### src/rtl/rv32i_pkg.sv
// rv32i_pkg: shared RV32I constants and fetch FSM state type.
package rv32i_pkg;
    localparam int XLEN = 32;
    localparam logic [XLEN-1:0] NOP_INSTR_DEFAULT = 32'h0000_0013;
    localparam logic [XLEN-1:0] RESET_PC_DEFAULT = 32'h0000_0000;
    typedef enum logic [1:0] {IDLE, RUN, STALL} fetch_state_e;
endpackage

### src/rtl/fetch_ctrl_rv32i_if.sv
// fetch_ctrl_rv32i_if: ROM port, output handshake and redirect bundle of the fetch controller.
interface fetch_ctrl_rv32i_if;
    import rv32i_pkg::*;
    logic [XLEN-1:0] rom_addr;
    logic [XLEN-1:0] rom_instr;
    logic            out_valid;
    logic            out_ready;
    logic [XLEN-1:0] out_instr;
    logic [XLEN-1:0] out_pc;
    logic            redirect_valid;
    logic [XLEN-1:0] redirect_pc;
    modport master (
        output rom_addr, out_valid, out_instr, out_pc,
        input  rom_instr, out_ready, redirect_valid, redirect_pc
    );
    modport slave (
        input  rom_addr, out_valid, out_instr, out_pc,
        output rom_instr, out_ready, redirect_valid, redirect_pc
    );
endinterface

### src/rtl/fetch_ctrl_rv32i.sv
// fetch_ctrl_rv32i: RV32I fetch controller for a 1-cycle synchronous ROM,
// with zero-bubble streaming, stall hold and redirect.
module fetch_ctrl_rv32i
    import rv32i_pkg::*;
#(
    parameter logic [XLEN-1:0] RESET_PC  = RESET_PC_DEFAULT,
    parameter logic [XLEN-1:0] NOP_INSTR = NOP_INSTR_DEFAULT
) (
    input  logic                clock,
    input  logic                reset,
    input  logic                run,
    fetch_ctrl_rv32i_if.master  bus,
    output logic                busy,
    output logic                misalign_err,
    output logic [XLEN-1:0]     fetch_cnt
);
    fetch_state_e    state_q, state_d;
    logic [XLEN-1:0] pc_f_q, pc_f_d, pc_d_q, pc_d_d, fetch_cnt_q, fetch_cnt_d;
    logic            v_d_q, v_d_d, misalign_err_q, misalign_err_d;
    logic [XLEN-1:0] target;
    logic            hold, xfer;

    assign target = {bus.redirect_pc[XLEN-1:2], 2'b00};
    assign hold = (state_q != IDLE) & v_d_q & ~bus.out_ready;
    assign bus.out_valid = v_d_q & ~bus.redirect_valid & (state_q != IDLE);
    assign xfer = bus.out_valid & bus.out_ready;
    // While holding, re-read pc_d so the ROM keeps presenting the stalled word.
    assign bus.rom_addr = bus.redirect_valid ? target : hold ? pc_d_q : pc_f_q;
    assign bus.out_pc = pc_d_q;
    assign bus.out_instr = bus.out_valid ? bus.rom_instr : NOP_INSTR;
    assign busy = state_q != IDLE;
    assign misalign_err = misalign_err_q;
    assign fetch_cnt = fetch_cnt_q;

    always_comb begin
        state_d = state_q;
        pc_f_d = pc_f_q;
        pc_d_d = pc_d_q;
        v_d_d = v_d_q;
        misalign_err_d = misalign_err_q | (bus.redirect_valid & (|bus.redirect_pc[1:0]));
        fetch_cnt_d = fetch_cnt_q + {{(XLEN-1){1'b0}}, xfer};
        if (bus.redirect_valid) begin
            if (state_q == IDLE) begin
                pc_f_d = target;
            end else begin
                state_d = RUN;
                pc_d_d = target;
                pc_f_d = target + 32'd4;
                v_d_d = 1'b1;
            end
        end else if (state_q == IDLE) begin
            if (run) begin
                state_d = RUN;
                pc_d_d = pc_f_q;
                pc_f_d = pc_f_q + 32'd4;
                v_d_d = 1'b1;
            end
        end else if (hold) begin
            state_d = STALL;
        end else if (run) begin
            state_d = RUN;
            pc_d_d = pc_f_q;
            pc_f_d = pc_f_q + 32'd4;
            v_d_d = 1'b1;
        end else begin
            state_d = IDLE;
            v_d_d = 1'b0;
        end
    end

    always_ff @(posedge clock or posedge reset) begin
        if (reset) begin
            state_q <= IDLE;
            pc_f_q <= RESET_PC;
            pc_d_q <= RESET_PC;
            v_d_q <= 1'b0;
            misalign_err_q <= 1'b0;
            fetch_cnt_q <= '0;
        end else begin
            state_q <= state_d;
            pc_f_q <= pc_f_d;
            pc_d_q <= pc_d_d;
            v_d_q <= v_d_d;
            misalign_err_q <= misalign_err_d;
            fetch_cnt_q <= fetch_cnt_d;
        end
    end
endmodule

### src/flat_wrapper.sv
// flat-port wrapper written by rule: the top's interface ports become plain ports
module fetch_ctrl_rv32i_flat import rv32i_pkg::*;
#(
    parameter logic [XLEN-1:0] RESET_PC  = RESET_PC_DEFAULT,
    parameter logic [XLEN-1:0] NOP_INSTR = NOP_INSTR_DEFAULT
)
  (clock, reset, run, busy, misalign_err, fetch_cnt, bus_rom_addr, bus_out_valid, bus_out_instr, bus_out_pc, bus_rom_instr, bus_out_ready, bus_redirect_valid, bus_redirect_pc);
  fetch_ctrl_rv32i_if bus_i ();
  input  logic clock;
  input  logic reset;
  input  logic run;
  output logic busy;
  output logic misalign_err;
  output logic [XLEN-1:0] fetch_cnt;
  output wire logic [$bits(bus_i.rom_addr)-1:0] bus_rom_addr;
  output wire logic [$bits(bus_i.out_valid)-1:0] bus_out_valid;
  output wire logic [$bits(bus_i.out_instr)-1:0] bus_out_instr;
  output wire logic [$bits(bus_i.out_pc)-1:0] bus_out_pc;
  input wire logic [$bits(bus_i.rom_instr)-1:0] bus_rom_instr;
  input wire logic [$bits(bus_i.out_ready)-1:0] bus_out_ready;
  input wire logic [$bits(bus_i.redirect_valid)-1:0] bus_redirect_valid;
  input wire logic [$bits(bus_i.redirect_pc)-1:0] bus_redirect_pc;
  assign bus_rom_addr = bus_i.rom_addr;
  assign bus_out_valid = bus_i.out_valid;
  assign bus_out_instr = bus_i.out_instr;
  assign bus_out_pc = bus_i.out_pc;
  assign bus_i.rom_instr = bus_rom_instr;
  assign bus_i.out_ready = bus_out_ready;
  assign bus_i.redirect_valid = bus_redirect_valid;
  assign bus_i.redirect_pc = bus_redirect_pc;
  fetch_ctrl_rv32i #(.RESET_PC(RESET_PC), .NOP_INSTR(NOP_INSTR)) u_core (.clock(clock), .reset(reset), .run(run), .bus(bus_i), .busy(busy), .misalign_err(misalign_err), .fetch_cnt(fetch_cnt));
endmodule
### config.mk
export PLATFORM = sky130hd
export DESIGN_NAME = fetch_ctrl_rv32i_flat
export DESIGN_NICKNAME = d
export VERILOG_FILES = /design/src/rtl/rv32i_pkg.sv /design/src/rtl/fetch_ctrl_rv32i_if.sv /design/src/rtl/fetch_ctrl_rv32i.sv /design/src/flat_wrapper.sv
export SDC_FILE = /design/constraint.sdc
export NUM_CORES = 1
export LEC_CHECK = 0
export BUFFER_PORTS_ARGS = -buffer_cell sky130_fd_sc_hd__buf_2
export CORE_MARGIN = 4
export CORE_UTILIZATION = 40
export CTS_CLUSTER_SIZE = 40
export DETAILED_ROUTE_END_ITERATION = 7
export GPL_TIMING_DRIVEN = 0
export PLACE_DENSITY = 0.73
export SETUP_SLACK_MARGIN = 0.02
export SLEW_MARGIN = 20
export SYNTH_ARGS = -nofsm -noshare
export SYNTH_HDL_FRONTEND = slang
export SYNTH_SLANG_ARGS = --single-unit
export TNS_END_PERCENT = 10
### constraint.sdc
create_clock -name clock -period 2.4 [get_ports clock]
set_clock_uncertainty 0.1 [all_clocks]
set_input_delay 0 -clock clock [delete_from_list [all_inputs] [get_ports clock]]
set_output_delay 0 -clock clock [all_outputs]
set_load 0.005 [all_outputs]
# Word-level counts from Yosys, hierarchy flattened
# Cells that the tools add are included.
dict set report totals {
  reg_bits 100
  in_bits 69
  out_inout_bits 131
  wordCells 52
}
dict set report classes {
  addsub 3
  n_eq_ne 3
  muxes 25
  bitwise 9
  n_reduce_logical 6
}
# cell count
set ops {}
lappend ops {{two-way mux 32 bit} 13}
lappend ops {{adder 32 x 3 -> 32 bit (second input constant)} 2}
lappend ops {{adder 32 x 1 -> 32 bit} 1}
lappend ops {{two-way mux 2 bit} 5}
lappend ops {{two-way mux 1 bit} 7}
lappend ops {{bitwise AND 1 bit} 6}
lappend ops {{inequality test 2 bit (second input constant)} 2}
lappend ops {{AND reduction 2 bit} 2}
lappend ops {{inequality test 3 bit (second input constant)} 1}
lappend ops {{AND reduction 3 bit} 1}
lappend ops {{logical NOT 2 bit} 1}
lappend ops {{NOT 1 bit} 2}
lappend ops {{nonzero test 2 bit} 1}
lappend ops {{OR reduction 2 bit} 1}
lappend ops {{OR 1 bit} 1}

# Longest topological paths before layout
# Gate-level depths: netlist of run 1.
dict set report depth {
  depth_word 6
  depth_mapped 12
  depth_no_buf 10
}

# Least setup slack after synthesis of run 1
# No wires, ideal clock.
dict set report synth_path {
  path_kind {register to register}
  startpoint {reg u_core.state_q[1]}
  endpoint {reg u_core.fetch_cnt_q[22] (netlist: u_core.fetch_cnt[22])}
  setup_ns 0.123
  t_arrival_ns 2.467
  setup_slack_ns -0.290
  path_stages_with_launch 13
  period_less_slack_ns 2.690
  cell_sequence {dfrtp_1 -> nor2_4 -> inv_2 -> buf_2 -> and3_1 -> clkbuf_1 -> and2_1 -> ha_1 -> ha_1 -> nand2_1 -> nor2_1 -> nand4_1 -> xnor2_1}
}
dict set report synth_via {
  elab_chain_len 4
}
# element line
set synth_rtl {}
lappend synth_rtl {{start: declaration} fetch_ctrl_rv32i.sv:17} ;# fetch_state_e state_q, state_d;
lappend synth_rtl {{start signal: assignment} fetch_ctrl_rv32i.sv:80} ;# state_q <= state_d;
lappend synth_rtl {{nonzero test 2 bit} --}
lappend synth_rtl {{net busy} flat_wrapper.sv:12} ;# output logic busy;
lappend synth_rtl {{bitwise AND 1 bit} fetch_ctrl_rv32i.sv:25} ;# assign bus.out_valid = v_d_q & ~bus.redirect_valid & (state_q != IDLE);
lappend synth_rtl {{bitwise AND 1 bit} fetch_ctrl_rv32i.sv:26} ;# assign xfer = bus.out_valid & bus.out_ready;
lappend synth_rtl {{adder 32 x 1 -> 32 bit} fetch_ctrl_rv32i.sv:41} ;# fetch_cnt_d = fetch_cnt_q + {{(XLEN-1){1'b0}}, xfer};
lappend synth_rtl {{net u_core.fetch_cnt_d[22]} fetch_ctrl_rv32i.sv:18} ;# logic [XLEN-1:0] pc_f_q, pc_f_d, pc_d_q, pc_d_d, fetch_cnt_q, fetch_cnt_d;
lappend synth_rtl {{end signal: assignment} fetch_ctrl_rv32i.sv:85} ;# fetch_cnt_q <= fetch_cnt_d;
lappend synth_rtl {{end: declaration} fetch_ctrl_rv32i.sv:18}
# The timed path passes the listed nets, and every way through them passes these cells.
# A chain may end at the register's enable or synchronous reset.

# Worst setup path after layout of run 1
dict set report layout_path {
  startpoint {reg u_core.state_q[1]}
  endpoint {reg u_core.pc_f_q[29]}
}
dict set report layout_via {
  elab_chain_len 4
  word_cells_on_any_way 8
  classes_between {eq/ne: 1; mux: 3; bitwise: 2; reduce/logical: 2}
}
# element line
set layout_rtl {}
lappend layout_rtl {{nonzero test 2 bit} fetch_ctrl_rv32i.sv:24} ;# assign hold = (state_q != IDLE) & v_d_q & ~bus.out_ready;
lappend layout_rtl {{bitwise AND 1 bit (2 in a row)} fetch_ctrl_rv32i.sv:24}
lappend layout_rtl {{inequality test 3 bit (no source line)} --}
lappend layout_rtl {{end signal: assignment} fetch_ctrl_rv32i.sv:81} ;# pc_f_q <= pc_f_d;
lappend layout_rtl {{end: declaration} fetch_ctrl_rv32i.sv:18}
# Several ways; a longest one is shown, not always the timed one.

==> results of run 1 <==
synthesized netlist by cell type, drive strengths merged, types with 4 or more instances:
library cell,instances
a21oi,5
nor3,5
xor2,46
and2,35
xnor2,39
buf,13
inv,6
nor2,47
a31oi,29
and3,14
nand4,32
nand3,31
ha,4
mux2i,49
nand2,97
nand2b,5
and4,11
clkbuf,21
o21ai,42
dfrtp,97
nor4,4
cells in the final DEF, fill, tap and decap left out, drive strengths merged:
master / netlist / layout
o21ba: 1 / 1
a2111oi: 1 / 1
inv: 6 / 8
a21o: 1 / 1
o211ai: 2 / 2
or4: 2 / 2
a211o: 2 / 2
a31oi: 29 / 29
clkbuf: 21 / 30
nand3: 31 / 31
nor2: 47 / 47
o21bai: 1 / 1
nand2: 97 / 97
and2: 35 / 35
o21ai: 42 / 42
and3: 14 / 14
dlygate4sd3: 0 / 36
or2: 2 / 2
a21oi: 5 / 5
and4: 11 / 11
a211oi: 1 / 1
buf: 13 / 219
or4b: 1 / 1
nor2b: 2 / 2
xor2: 46 / 46
nand2b: 5 / 5
nor3: 5 / 5
dfrtp: 97 / 97
xnor2: 39 / 39
nor4: 4 / 4
mux2i: 49 / 49
clkinvlp: 0 / 3
clkinv: 0 / 2
ha: 4 / 4
nand4: 32 / 32
area by class of cell:
type / count / area [µm²] / share of cell area, %
plain buffers: 33 / 154 / 1.93
clock buffers: 9 / 225 / 2.83
clock inverters: 7 / 61.3 / 0.770
inverters: 6 / 26.3 / 0.330
multi-input cells: 511 / 3380 / 42.4
flip-flops and latches: 97 / 2430 / 30.5
well taps: 184 / 230 / 2.89
repair buffers: 243 / 1460 / 18.3
registers in the layout, summed over array words and instances, names as in the netlist:
signal	cells
u_core.fetch_cnt	32
u_core.bus.out_pc	31
u_core.pc_f_q	30
u_core.state_q	2
u_core.misalign_err	1
u_core.v_d_q	1
metal layers:
| metal | vias to the layer above | GRT usage [%] |
|---|---|---|
| met5 | - | 0 |
| met4 | 0 | 5.62 |
| met3 | 23 | 4.41 |
| met2 | 242 | 34.3 |
| met1 | 2760 | 28.8 |
| li1 | 2766 | - |
per-stage QoR:
step,utilization [%],cell area [µm²]
detailed placement,49.7,7220
global route,54.8,7960
floorplan,-,5940
CTS,54.5,7920
global placement,49.3,7160
finish,54.8,7960
what timing repair did:
item | CTS | global route
endpoints found under the hold margin | 160 | 0
hold buffers | 36 | 0
endpoints found under the setup margin | 24 | 48
pin swaps | 3 | 3
setup buffers | 4 | 2
resized for setup | 5 | 6
worst max path at each step:
stage                     depth (start not counted)                        endpoint  slack (ns)                          start
after CTS                                        11  u_core.fetch_cnt[10]$_DFF_PP0_        0.03  u_core.state_q[1]$_DFFE_PP0P_
after detailed placement                         12  u_core.fetch_cnt[28]$_DFF_PP0_       -0.50  u_core.state_q[1]$_DFFE_PP0P_
final                                             7   u_core.pc_f_q[29]$_DFFE_PP0P_        0.11  u_core.state_q[1]$_DFFE_PP0P_
after global routing                              6                bus_rom_addr[29]       -0.02       u_core.v_d_q$_DFFE_PP0P_
after floorplan                                  12  u_core.fetch_cnt[28]$_DFF_PP0_       -0.08  u_core.state_q[1]$_DFFE_PP0P_
after global placement                           12  u_core.fetch_cnt[28]$_DFF_PP0_       -0.46  u_core.state_q[1]$_DFFE_PP0P_
cell families after synthesis:
logic type | Yosys count
muxes | 49
adders and majority gates | 4
xor gates and xnor gates | 85
buffers and inverters | 40
and+or+nand+nor | 288
AOI/OAI and AO/OA | 85
DFF | 97
power breakdown:
part	switching (mW)	internal (mW)	total, mW
Combinational	0.646	0.591	1.24
Clock	0.712	0.723	1.43
Sequential	0.249	1.86	2.11
worst reg2reg max path, stage by stage (launching register included):
cell and delay, ns:
dfrtp_1 0.40, buf_4 0.13, buf_4 0.10, o211ai_1 0.22
nor4_4 0.57, nand4_1 0.19, xnor2_1 0.18, a211o_1 0.29
==> results_dict.tcl, run 1 <==
set metrics [dict create \
    status "finished clean" \
    yosys_most_used_dff "dfrtp_1" \
    hp-class "primary input to register" \
    dr.max_layer_used "met4" \
    cp.required_ns 2.54 \
    netlist_area_um2 5920 \
    core_area_um2 14500 \
    rows 44 \
    dp.cells 1033 \
    r2r-end "u_core.pc_f_q[29]$_DFFE_PP0P_" \
    drt-initial-drc-count 385 \
    worst-path-buf-inv 2 \
    path_max_fanout 9 \
    cts.htree.levels 3 \
    muxShareOfSynthArea_pct 8.29 \
    synth-xor-area-share_pct 12.6 \
    drt-met1-wl_um 7750 \
    clock_path_buffers 2 \
    reg2reg_slack_ns 0.11 \
    crit_family "simple AND/OR/NAND/NOR gates" \
    fin_setup_tns_ns 0 \
    clockRootBuffer "clkbuf_16" \
    netlist_instances 648 \
    yosysTopAreaCell "dfrtp_1" \
    grt_pass1_vias 5515 \
    worst-slew-pin-transition_ns 0.685 \
    dieArea_um2 16800 \
    cts_tree "built" \
    synth_top_family_by_area "simple AND/OR/NAND/NOR gates" \
    worst-r2r-cell-count 7 \
    start_util_pct 40.7 \
    grt_max_degree 33 \
    dr_wl_met2_um 8530 \
    place_congestion 0.817 \
    powerDensity_nw_per_um2 601 \
    ys_types 44 \
    drc 0 \
    drtAntennaViolNets 0 \
    endpoint_kind "register" \
    worst_slack_ns 0.114 \
    clk_latency_ns 0.35 \
    period_share_pct 95.3 \
    hold_ws_ns 0.0255 \
    antenna_found_initial 0 \
    wl_met3_um 1380 \
    synth_warnings 0 \
    async_flop_share_pct 100 \
    numCtsBuffers 9 \
    synth_edf_count 0 \
    fill_cells 1355 \
    wl_um 17900 \
    ys_ff_latch 97 \
    hp-start "bus_redirect_valid" \
    grt_overflow_total 0 \
    path_cells "buf_4, buf_4, o211ai_1, nor4_4, nand4_1, xnor2_1, a211o_1" \
    area_growth_pct 34.5 \
    layout_min_cycle_time_ns 2.29 \
    grt_setup_unrepaired "true" \
    grt_use_total_pct 21.1 \
    worst_slew_margin_rel_pct 54.3 \
    synthSimpleGateAreaFrac_pct 25.7 \
    p_leak_nw 3.70 \
    fmaxAchievable_mhz 437 \
    portBuffers 198 \
    start_kind "register" \
    timing.final.hold_violations 0 \
    drv_cap 0 \
    hold_end "u_core.pc_f_q[5]$_DFFE_PP0P_" \
    grt_pass1_wl_um 28300 \
    cp.arrival_ns 2.43 \
    die_w_um 130 \
    clock_sinks 97 \
    wl_per_cell_um 16.5 \
    avgSynthCellArea_um2 9.13 \
    antennaDiodeCount 0 \
    slew_violations 0 \
    reg2reg_from "u_core.state_q[1]$_DFFE_PP0P_" \
    ir_worst_vdd_mv 0.396 \
    hpwl_um 13100 \
    first_pass_iters 5 \
    path_common_cell "buf_4" \
    vias_per_cell 5.31 \
    stdcell_count 1090 \
    synth_compound_area_share_pct 8.67 \
    crit_type "register to register" \
    max_stage_delay_ns 0.57 \
    synth_top_area_share_pct 41.0 \
    cp_slowest_cell "nor4_4" \
    ios 200 \
    ys_seq_area_share_pct 41.0 \
    preCtsSetupSlack_ns -0.498 \
    nNetsFinal 974 \
    clk_pin_slew_worst_paths_ns 0.08 \
    vias 5791 \
    synth_adder_area_share_pct 0.846 \
    drive_gt1_share_pct 28.6 \
    whs_path_depth 2 \
    total_power_mw 4.78 \
    synth_nets 721 \
    setup_viol 0 \
    synth_area_leaders "dfrtp_1 (41%), mux2i_1 (8.3%), xor2_1 (6.8%)" \
    die_h_um 130 \
]
(Power assumes the default switching activity.)
==> inputs of run 2 (changes only) <==
--- a/config.mk
+++ b/config.mk
@@ -7,11 +7,11 @@
 export LEC_CHECK = 0
 export BUFFER_PORTS_ARGS = -buffer_cell sky130_fd_sc_hd__buf_2
 export CORE_MARGIN = 4
-export CORE_UTILIZATION = 40
+export CORE_UTILIZATION = 26
 export CTS_CLUSTER_SIZE = 40
 export DETAILED_ROUTE_END_ITERATION = 7
 export GPL_TIMING_DRIVEN = 0
-export PLACE_DENSITY = 0.73
+export PLACE_DENSITY = 0.53
 export SETUP_SLACK_MARGIN = 0.02
 export SLEW_MARGIN = 20
 export SYNTH_ARGS = -nofsm -noshare
==> results_dict.tcl, run 2 (same netlist as run 1, synthesis figures left out) <==
set metrics [dict create \
    status "finished clean" \
    first_pass_iters 5 \
    final_cell_mix "buf_2 (203), dfrtp_1 (97), nand2_1 (96)" \
    start_kind "register" \
    worst_slew_margin_rel_pct 52.3 \
    core_area_um2 22100 \
    area_growth_pct 36.9 \
    grt_use_total_pct 15.5 \
    final_common_cell "buf_2" \
    cts.htree.levels 3 \
    layout_min_cycle_time_ns 2.25 \
    start_util_pct 26.8 \
    dieArea_um2 25200 \
    ir_worst_vdd_mv 0.278 \
    fin_setup_tns_ns 0 \
    intPower_mw 3.18 \
    drt-initial-drc-count 310 \
    vias 5628 \
    p_seq_share_pct 44.0 \
    drc 0 \
    grt_setup_unrepaired "false" \
    period_share_pct 93.8 \
    cp.required_ns 2.54 \
    drive_gt1_share_pct 28.7 \
    place_congestion 0.806 \
    hp-class "primary input to register" \
    ff_latch_area_um2 2430 \
    clock_path_buffers 2 \
    clk_latency_ns 0.36 \
    wl_um 19900 \
    worst_slack_ns 0.148 \
    hp-start "bus_redirect_valid" \
    hold_end "u_core.pc_f_q[6]$_DFFE_PP0P_" \
    worst-r2r-cell-count 7 \
    pwr-share-clk_pct 29.7 \
    grt_pass1_wl_um 31800 \
    p_sw_share_pct 33.9 \
    drv_cap 0 \
    path_max_fanout 9 \
    clock_sinks 97 \
    die_w_um 159 \
    numCtsBuffers 9 \
    hpwl_um 15300 \
    whs_path_depth 2 \
    multi_input_area_um2 3380 \
    portBuffers 198 \
    wl_per_cell_um 16.8 \
    power_switching_mw 1.63 \
    p_comb_share_pct 26.4 \
    nNetsFinal 975 \
    vias_per_cell 4.74 \
    antenna_found_initial 0 \
    worst-slew-pin-transition_ns 0.715 \
    grt_overflow_total 0 \
    ios 200 \
    timing.final.hold_violations 0 \
    fmaxAchievable_mhz 444 \
    endpoint_kind "register" \
    cp.arrival_ns 2.40 \
    p_leak_nw 3.72 \
    setup_viol 0 \
    crit_type "register to register" \
    powerDensity_nw_per_um2 595 \
    grt_max_degree 32 \
    reg2reg_slack_ns 0.15 \
    drtAntennaViolNets 0 \
    die_h_um 159 \
    clockRootBuffer "clkbuf_16" \
    preCtsSetupSlack_ns -0.440 \
    largest_register_ffs 32 \
    reg2reg_from "u_core.state_q[0]$_DFFE_PP0P_" \
    r2r-end "u_core.pc_f_q[29]$_DFFE_PP0P_" \
    clk_pin_slew_worst_paths_ns 0.07 \
    antennaDiodeCount 0 \
    slew_violations 0 \
    fill_cells 2308 \
    cts_tree "built" \
    rows 54 \
    grt_pass1_vias 5511 \
]
-- run 2: power groups by stage --
stage	logic [mW]	registers (mW)	clock network, mW
after floorplan	0.622	2.10	0
after global routing	1.42	2.16	1.54
final	1.27	2.12	1.43
after global placement	1.18	2.13	0
after detailed placement	1.21	2.14	0
after CTS	1.27	2.11	1.49
-- run 2: how the worst max path moves through the flow --
stage | startpoint | to | slack (ns) | depth (start not counted)
final | u_core.state_q[0]$_DFFE_PP0P_ | u_core.pc_f_q[29]$_DFFE_PP0P_ | 0.15 | 7
after global routing | u_core.state_q[0]$_DFFE_PP0P_ | u_core.fetch_cnt[15]$_DFF_PP0_ | 0.02 | 10
after CTS | u_core.state_q[1]$_DFFE_PP0P_ | u_core.fetch_cnt[10]$_DFF_PP0_ | 0.05 | 11
after detailed placement | u_core.state_q[0]$_DFFE_PP0P_ | u_core.fetch_cnt[28]$_DFF_PP0_ | -0.44 | 12
after global placement | u_core.state_q[1]$_DFFE_PP0P_ | u_core.fetch_cnt[28]$_DFF_PP0_ | -0.44 | 12
after floorplan | u_core.state_q[1]$_DFFE_PP0P_ | u_core.fetch_cnt[28]$_DFF_PP0_ | -0.08 | 12
-- run 2: final cells by class --
class	instances	area share [%]
clock buffer	9	2.78
sequential	97	30.0
tap	280	4.33
clock inverter	7	0.773
buffer	33	1.93
multi-input combinational	511	41.7
timing repair buffer	244	18.2
inverter	6	0.325
-- run 2: per-stage QoR --
stage                     hold WS [ns]  power (mW)  std cells  utilization, %  cell area (µm²)
after global routing            0.0492        5.12       1187            36.6             8100
after CTS                       0.0282        4.86       1184            36.4             8040
after detailed placement       -0.0273        3.34       1129            33.3             7350
after global placement           0.138        3.32       1126            32.9             7280
final                           0.0478        4.82       1187            36.6             8100
after floorplan               -0.00930        2.72        648               -             5940
-- run 2: what timing repair did --
action	CTS	global route
gates resized for setup	5	7
pin swaps	3	5
buffers inserted	4	3
endpoints found under the setup margin	35	29
endpoints found under the hold margin	140	0
hold buffers	36	0
-- run 2: critical path, cell delays in order, from the launching register on --
cell and delay (ns):
dfrtp_1 0.40, buf_4 0.13, buf_4 0.09, o211ai_1 0.19
nor4_4 0.59, nand4_1 0.20, xnor2_1 0.16, a211o_1 0.28
-- run 2: metal layers --
layer | wire length, µm | track usage (%) | vias up
met5 | 0 | 0 | -
met4 | 199 | 3.27 | 0
met3 | 933 | 2.90 | 12
met2 | 9440 | 24.9 | 158
met1 | 9360 | 21.8 | 2679
li1 | - | - | 2779
==> inputs of run 3 (changes only) <==
--- a/config.mk
+++ b/config.mk
@@ -11,7 +11,6 @@
 export CTS_CLUSTER_SIZE = 40
 export DETAILED_ROUTE_END_ITERATION = 7
 export GPL_TIMING_DRIVEN = 0
-export PLACE_DENSITY = 0.53
 export SETUP_SLACK_MARGIN = 0.02
 export SLEW_MARGIN = 20
 export SYNTH_ARGS = -nofsm -noshare
==> results_dict.tcl, run 3 (same netlist as run 1, synthesis figures left out) <==
set metrics [dict create \
    status "finished clean" \
    hpwl_um 15200 \
    path_max_fanout 10 \
    ir_worst_vdd_mv 0.285 \
    multi_input_area_um2 3390 \
    endpoint_kind "register" \
    start_kind "register" \
    grt_overflow_total 0 \
    powerDensity_nw_per_um2 598 \
    hp-class "primary input to register" \
    cts.htree.levels 3 \
    antennaDiodeCount 0 \
    worst-slew-pin-transition_ns 0.715 \
    fmaxAchievable_mhz 443 \
    stdcell_count 1183 \
    rows 54 \
    p_leak_nw 3.69 \
    numCtsBuffers 9 \
    clock_sinks 97 \
    first_pass_iters 5 \
    nNetsFinal 971 \
    fin_area_um2 8070 \
    dp.cells 1129 \
    portBuffers 198 \
    ios 200 \
    worst-r2r-cell-count 11 \
    wl_per_cell_um 16.8 \
    cp.required_ns 2.54 \
    drv_cap 0 \
    vias_per_cell 4.82 \
    grt_pass1_wl_um 31400 \
    clk_pin_slew_worst_paths_ns 0.07 \
    die_w_um 159 \
    die_h_um 159 \
    final_common_cell "buf_2" \
    start_util_pct 26.8 \
    grt_pass1_vias 5622 \
    fill_cells 2278 \
    period_share_pct 94.1 \
    drc 0 \
    largest_register_ffs 32 \
    layout_min_cycle_time_ns 2.26 \
    crit_type "register to register" \
    setup_viol 0 \
    timing.final.hold_violations 0 \
    drive_gt1_share_pct 28.5 \
    dieArea_um2 25200 \
    worst_slew_margin_rel_pct 52.3 \
    antenna_found_initial 0 \
    dpl-instance-area_um2 7350 \
    clk_latency_ns 0.36 \
    wl_um 19900 \
    slew_violations 0 \
    drt-initial-drc-count 347 \
    final_util_pct 36.5 \
    ff_latch_area_um2 2430 \
    grt_max_degree 33 \
    fin_setup_tns_ns 0 \
    clock_path_buffers 2 \
    drtAntennaViolNets 0 \
    vias 5699 \
    core_area_um2 22100 \
    grt_setup_unrepaired "true" \
    whs_path_depth 2 \
    cts_tree "built" \
    final_cell_mix "buf_2 (205), dfrtp_1 (97), nand2_1 (96)" \
    area_growth_pct 36.3 \
    grt_use_total_pct 15.3 \
    reg2reg_slack_ns 0.14 \
    cp.arrival_ns 2.39 \
    place_congestion 0.814 \
    total_power_mw 4.82 \
    clockRootBuffer "clkbuf_16" \
]
==> run 3: worst max-delay path, cell delays in order, from the launching register on <==
cell     delay (ns)
dfrtp_1        0.40
nor2_4         0.09
inv_2          0.08
buf_4          0.17
and3_4         0.21
and2_1         0.17
ha_4           0.18
ha_4           0.16
nand2_2        0.11
nor2_4         0.19
nand3_1        0.12
xnor2_1        0.15
==> run 3: layout make-up <==
| cell class | instances | share of cell area (%) |
|---|---|---|
| buffer | 33 | 1.83 |
| clock buffer | 9 | 2.79 |
| clock inverter | 7 | 0.745 |
| inverter | 6 | 0.326 |
| multi-input combinational | 511 | 42.0 |
| sequential | 97 | 30.1 |
| tap | 280 | 4.34 |
| timing repair buffer | 240 | 17.9 |
==> run 3: path summary, 6_finish.rpt <==
path	from	endpoint
worst max-delay path	u_core.state_q[1]$_DFFE_PP0P_	u_core.fetch_cnt[12]$_DFF_PP0_
worst min-delay path	bus_redirect_valid	u_core.pc_f_q[8]$_DFFE_PP0P_
worst max register to register	u_core.state_q[1]$_DFFE_PP0P_	u_core.fetch_cnt[12]$_DFF_PP0_
worst min register to register	u_core.fetch_cnt[31]$_DFF_PP0_	u_core.fetch_cnt[31]$_DFF_PP0_
max in group asynchronous	reset	u_core.fetch_cnt[13]$_DFF_PP0_
min in group asynchronous	reset	u_core.fetch_cnt[0]$_DFF_PP0_
==> run 3: timing repair <==
item,4_1_cts,5_1_grt
setup endpoints to repair,26,49
hold buffers,36,0
endpoints found under the hold margin,86,0
gates resized for setup,5,5
pin swaps,3,2
setup buffers,3,0
==> run 3: power breakdown <==
group	switching, mW	internal [mW]
logic	0.674	0.586
registers	0.259	1.86
clock network	0.721	0.723
total	1.65	3.17
==> run 3: metrics by stage <==
stage / worst slack, ns / hold slack, ns
global route: 0.0161 / 0.0290
global placement: -0.422 / 0.143
detailed placement: -0.472 / 0.00791
floorplan: -0.0818 / -0.00930
finish: 0.142 / 0.0115
CTS: 0.0340 / 0.00275
==> run 3: per-layer routing <==
layer | wire (µm) | vias to the layer above | global-route usage (%)
met3 | 1160 | 18 | 3.29
li1 | - | 2768 | -
met2 | 9340 | 159 | 24.7
met4 | 261 | 0 | 3.39
met5 | 0 | - | 0
met1 | 9120 | 2754 | 21.3
